**config.mk**
```make
export PLATFORM = sky130hd
export DESIGN_NAME = param_fifo
export DESIGN_NICKNAME = d
export VERILOG_FILES = /design/src/rtl/param_fifo.sv
export SDC_FILE = /design/constraint.sdc
export NUM_CORES = 1
export LEC_CHECK = 0
export ABC_AREA = 1
export CAP_MARGIN = 20
export CORE_AREA = 2 2 109 111
export CTS_CLUSTER_SIZE = 24
export DETAILED_ROUTE_END_ITERATION = 6
export DIE_AREA = 0 0 111 113
export PLACE_DENSITY = 0.78
export SKIP_LAST_GASP = 1
export SLEW_MARGIN = 30
export SYNTH_ARGS = -nofsm -noshare
export SYNTH_HDL_FRONTEND = slang
export SYNTH_SLANG_ARGS = --single-unit
```
**constraint.sdc**
```tcl
create_clock -name clk -period 2.7 [get_ports clk]
set_input_delay 0.54 -clock clk [delete_from_list [all_inputs] [get_ports clk]]
set_output_delay 0.54 -clock clk [all_outputs]
set_load 0.05 [all_outputs]
```
**src/rtl/param_fifo.sv**
```systemverilog
// Parameterised synchronous FIFO with occupancy count, threshold flags and sticky error flags.
// Define FIFO_FWFT_EN for first-word-fall-through output; otherwise data_out is registered.
module param_fifo #(
  parameter int DATA_WIDTH    = 8,
  parameter int FIFO_DEPTH    = 16,
  parameter int AFULL_THRESH  = FIFO_DEPTH - 2,
  parameter int AEMPTY_THRESH = 2
) (
  input  logic                          clk,
  input  logic                          rst,
  input  logic                          wr_en,
  input  logic                          rd_en,
  input  logic [DATA_WIDTH-1:0]         data_in,
  input  logic                          clr_err,
  output logic [DATA_WIDTH-1:0]         data_out,
  output logic                          full,
  output logic                          empty,
  output logic                          almost_full,
  output logic                          almost_empty,
  output logic [$clog2(FIFO_DEPTH):0]   count,
  output logic                          overflow,
  output logic                          underflow
);

  localparam int PTR_W = $clog2(FIFO_DEPTH);
  localparam int CNT_W = PTR_W + 1;
  localparam logic [CNT_W-1:0] DEPTH_C = CNT_W'(FIFO_DEPTH);
  localparam logic [CNT_W-1:0] AFULL_C  = CNT_W'(AFULL_THRESH);
  localparam logic [CNT_W-1:0] AEMPTY_C = CNT_W'(AEMPTY_THRESH);

  logic [DATA_WIDTH-1:0] mem [FIFO_DEPTH];
  logic [PTR_W-1:0]      wr_ptr;
  logic [PTR_W-1:0]      rd_ptr;
  logic                  wr_acc;
  logic                  rd_acc;

  assign full         = (count == DEPTH_C);
  assign empty        = (count == '0);
  assign almost_full  = (count >= AFULL_C);
  assign almost_empty = (count <= AEMPTY_C);

  // NOTE: every output of a combinational block is assigned on every path, so no latch is inferred.
  always_comb begin
    rd_acc = rd_en && !empty;
    wr_acc = wr_en && (!full || rd_acc);
  end

  // NOTE: storage has no reset; pointers and count alone define which entries are valid.
  always_ff @(posedge clk) begin
    if (wr_acc) mem[wr_ptr] <= data_in;
  end

  // NOTE: sequential state uses non-blocking assignments so all registers update from pre-edge values.
  always_ff @(posedge clk or posedge rst) begin
    if (rst) begin
      wr_ptr    <= '0;
      rd_ptr    <= '0;
      count     <= '0;
      overflow  <= 1'b0;
      underflow <= 1'b0;
    end else begin
      if (wr_acc) wr_ptr <= wr_ptr + PTR_W'(1);
      if (rd_acc) rd_ptr <= rd_ptr + PTR_W'(1);
      case ({wr_acc, rd_acc})
        2'b10:   count <= count + CNT_W'(1);
        2'b01:   count <= count - CNT_W'(1);
        default: count <= count;
      endcase
      // A fresh rejection in the same cycle as clr_err keeps the flag set.
      if (wr_en && !wr_acc) overflow <= 1'b1;
      else if (clr_err)     overflow <= 1'b0;
      if (rd_en && !rd_acc) underflow <= 1'b1;
      else if (clr_err)     underflow <= 1'b0;
    end
  end

`ifdef FIFO_FWFT_EN
  assign data_out = empty ? '0 : mem[rd_ptr];
`else
  always_ff @(posedge clk or posedge rst) begin
    if (rst)         data_out <= '0;
    else if (rd_acc) data_out <= mem[rd_ptr];
  end
`endif

endmodule

```
==> Implementation_results.wiki <==
{| class="wikitable"
! Metric !! Value
|-
| Maximum capacitance violations || 0
|-
| Areal power density over the cells || 1100 mW/mm^2
|-
| Number of nets at the end of the flow || 713
|-
| Final cell count without fillers || 847
|-
| Hold Path Origin || data_out[4]
|-
| Vias || 4568
|-
| Net switching power || 3.30 mW
|-
| Worst-path cell with the longest stage delay || clkdlybuf4s50_1
|-
| Post-route DRC || 0
|-
| Number of cells on the worst reg-to-reg path || 10
|-
| Status || finished, final reports clean
|-
| Ports || 32
|-
| CP max FO || 7
|-
| Critical path data arrival time || 1.89 ns
|-
| Final Max Tran Viols || 0
|-
| Commonest non-fill, non-tap cells in the layout || nand2_1, edfxtp_1, nand3_1
|-
| Period utilisation layout || 90.2%
|-
| Number of DRC markers in iteration 0 || 401
|-
| Most frequent standard cell in the layout excluding fill and tap cells || nand2_1
|-
| Layer carrying the most global-route usage || met2
|-
| Net Sw Frac || 38.5%
|-
| Total of warnings raised by yosys || 0
|-
| Horizontal die dimension || 111 um
|-
| Leakage power || 3.42 nW
|-
| Growth of design area from synthesis to finish || 16.0%
|-
| Clock latency at the later pin of the worst-skew pair || 0.43 ns
|-
| Setup TNS || 0 ns
|-
| Terminus of the critical flop-to-flop path || data_out[7]
|-
| Worst path max stage delay || 0.80 ns
|-
| Relative contribution of sequential cells to total power || 37.4%
|-
| CTS tree || done
|-
| Post-Synthesis Net Count || 667
|-
| Number of buffers created by CTS || 17
|-
| Sequential cell area fraction in the yosys report || 65.8%
|-
| Area post-placement || 0.00718 sq mm
|-
| Hold Path Class || flop to flop
|-
| Series of cell instances along the critical path || nand3_1, nand2_1, clkdlybuf4s50_1
|-
| Count of standard-cell rows || 39
|-
| Internal power || 5.28 mW
|-
| Fraction of post-synthesis cell area in the top cell type by area || 57.3%
|-
| Via density per instance || 5.39
|-
| Fraction of final layout cells sized beyond drive strength 1 || 9.80%
|-
| Number of diodes added for antenna fixing || 0
|-
| Number of hold-slack violations in the final timing report || 0
|-
| Pre-CTS worst setup slack || 0.283 ns
|-
| Maximum clock skew at final layout || 0.0101 ns
|-
| Die area || 0.0125 sq mm
|-
| Largest net degree at the start of global routing || 43
|-
| Combinational group share of total power || 35.0%
|-
| Non-Filler Cell Area, Final || 0.00779 sq mm
|-
| Final setup violating endpoints || 0
|-
| Input/output buffers || 31
|-
| Wire length of the first global-routing pass || 23100 um
|-
| Max frequency || 411 MHz
|-
| Global-route track usage on met1 || 31.1%
|-
| Average cell area after synthesis || 10.4 sq um
|-
| Core box area || 0.0113 sq mm
|-
| Top area cells in the synthesized netlist || edfxtp_1, nand2_1, dfrtp_1
|-
| Wire length after detailed routing || 14400 um
|-
| Pin slew with the least headroom to its limit || 0.861 ns
|-
| Post-CTS repair timing setup buffer count || 0
|-
| Clock net sink count || 151
|-
| Length of the first detailed-routing pass in iterations || 5
|-
| Total Power Consumption || 8.58 mW
|-
| Utilization of the core after routing || 69.1%
|-
| Post-Syn Area || 0.00671 sq mm
|-
| GRT Total Usage || 24.7%
|-
| Setup repair after global routing missed its margin || false
|-
| CTS max path bufs || 2
|-
| Initial cell density of the core || 59.6%
|-
| Max-slew headroom || 42.4%
|-
| Die Y-Extent || 113 um
|-
| Via count of the first global-routing pass || 4556
|-
| Grt total ovfl || 0
|-
| Top cell type by total area after synthesis || edfxtp_1
|-
| Post-DP HPWL || 9570 um
|-
| Synth cell types || 25
|-
| CTS H-tree lvls || 4
|-
| Met3 Track Usage GR || 5.41%
|-
| Clock root buffer master || clkbuf_16
|-
| Number of instances in the synthesized netlist || 645
|-
| Global placer's final weighted congestion || 0.929
|-
| Clock share of power || 27.6%
|-
| Gates resized, CTS repair || 0
|-
| Worst vdd rail ir drop || 0.751 mV
|-
| Type of the worst setup path || flop to output port
|-
| Clock-pin slew reported for the worst setup and hold paths after clock tree synthesis || 0.06 ns
|-
| R2r setup slk || 0.58 ns
|-
| Min Hold Slack || 0.481 ns
|-
| Number of hold buffers added after cts || 0
|-
| Cells on Worst Hold Path || 2
|-
| Hold worst-path end || data_out[4]
|-
| Number of antenna violations at the first check in global routing || 0
|-
| Final Worst Setup Slack || 0.266 ns
|-
| Crit path time final || 2.43 ns
|-
| Met2 track demand over resource in global routing || 41.1%
|-
| Crit end category || output port
|-
| Average wire per standard cell || 17.0 um
|-
| Remaining number of nets flagged by the antenna check after routing || 0
|-
| Placed cell count || 815
|-
| Critical path launch point type || flop
|-
| Number of flip-flops and latches in the synthesized netlist || 151
|-
| Required time at the endpoint of the critical path || 2.16 ns
|-
| Startpoint of the worst register-to-register path || rd_ptr[0]
|}
layer usage:
layer / share of wire, % / vias up
met5: 0 / -
met2: 50 / 170
met3: 5.9 / 34
met1: 41 / 2172
li1: - / 2192
met4: 3.4 / 0
layout make-up:
class	count	area (sq um)
repair buffers	54	490
well taps	143	179
multi-input cells	377	1760
clock buffers	18	429
fillers	772	3480
inverters	90	338
flip-flops and latches	151	4420
clock inverters	14	175
registers in the layout (all words and copies together), names as in the netlist:
register	cells
count	5
data_out	8
mem	128
overflow	1
rd_ptr	4
underflow	1
wr_ptr	4
cells in the mapped netlist, drive strengths merged:
| cell type | number |
|---|---|
| xnor2 | 2 |
| clkbuf | 1 |
| edfxtp | 128 |
| dfrtp | 23 |
| fa | 1 |
| nand2 | 226 |
| buf | 26 |
| ha | 8 |
| nand3 | 92 |
| nor2 | 23 |
| o21ai | 5 |
| xor2 | 7 |
| inv | 90 |
| a21oi | 5 |
| o211ai | 8 |
cells by family (layout without fill, tap and decap cells):
| kind of cell | count (synthesis) | after routing | share of synthesized area, % |
|---|---|---|---|
| adder cells (fa/ha/maj) | 9 | 9 | 1.79 |
| XOR/XNOR | 9 | 9 | 1.29 |
| AND/OR/NAND/NOR | 341 | 341 | 21.5 |
| AO/OA/AOI/OAI | 18 | 18 | 1.64 |
| flip-flops | 151 | 151 | 65.8 |
| buffers and inverters | 117 | 176 | 8.00 |
critical path, delay by kind of cell (launching register included):
family        cells  cell delay, ns
buf+inv           1            0.80
flops             1            0.49
simple gates      2            0.18
how the worst max path moves through the flow:
stage	start	endpoint	slack, ns	depth (start not counted)
floorplan	count[2]	almost_empty	0.50	3
global placement	wr_en	count[4]	0.38	11
detailed placement	wr_en	count[4]	0.28	11
CTS	count[2]	almost_empty	0.06	4
global route	count[1]	almost_full	0.15	3
finish	count[1]	almost_full	0.27	3
power by group through the flow:
stage / combinational [mW] / sequential [mW] / clock (mW)
floorplan: 1.99 / 3.42 / 0
global placement: 2.90 / 3.23 / 0
detailed placement: 2.96 / 3.24 / 0
CTS: 2.99 / 3.20 / 2.40
global route: 3.26 / 3.26 / 2.51
finish: 3.00 / 3.21 / 2.37
No activity file was read; power rests on OpenSTA's default activity.
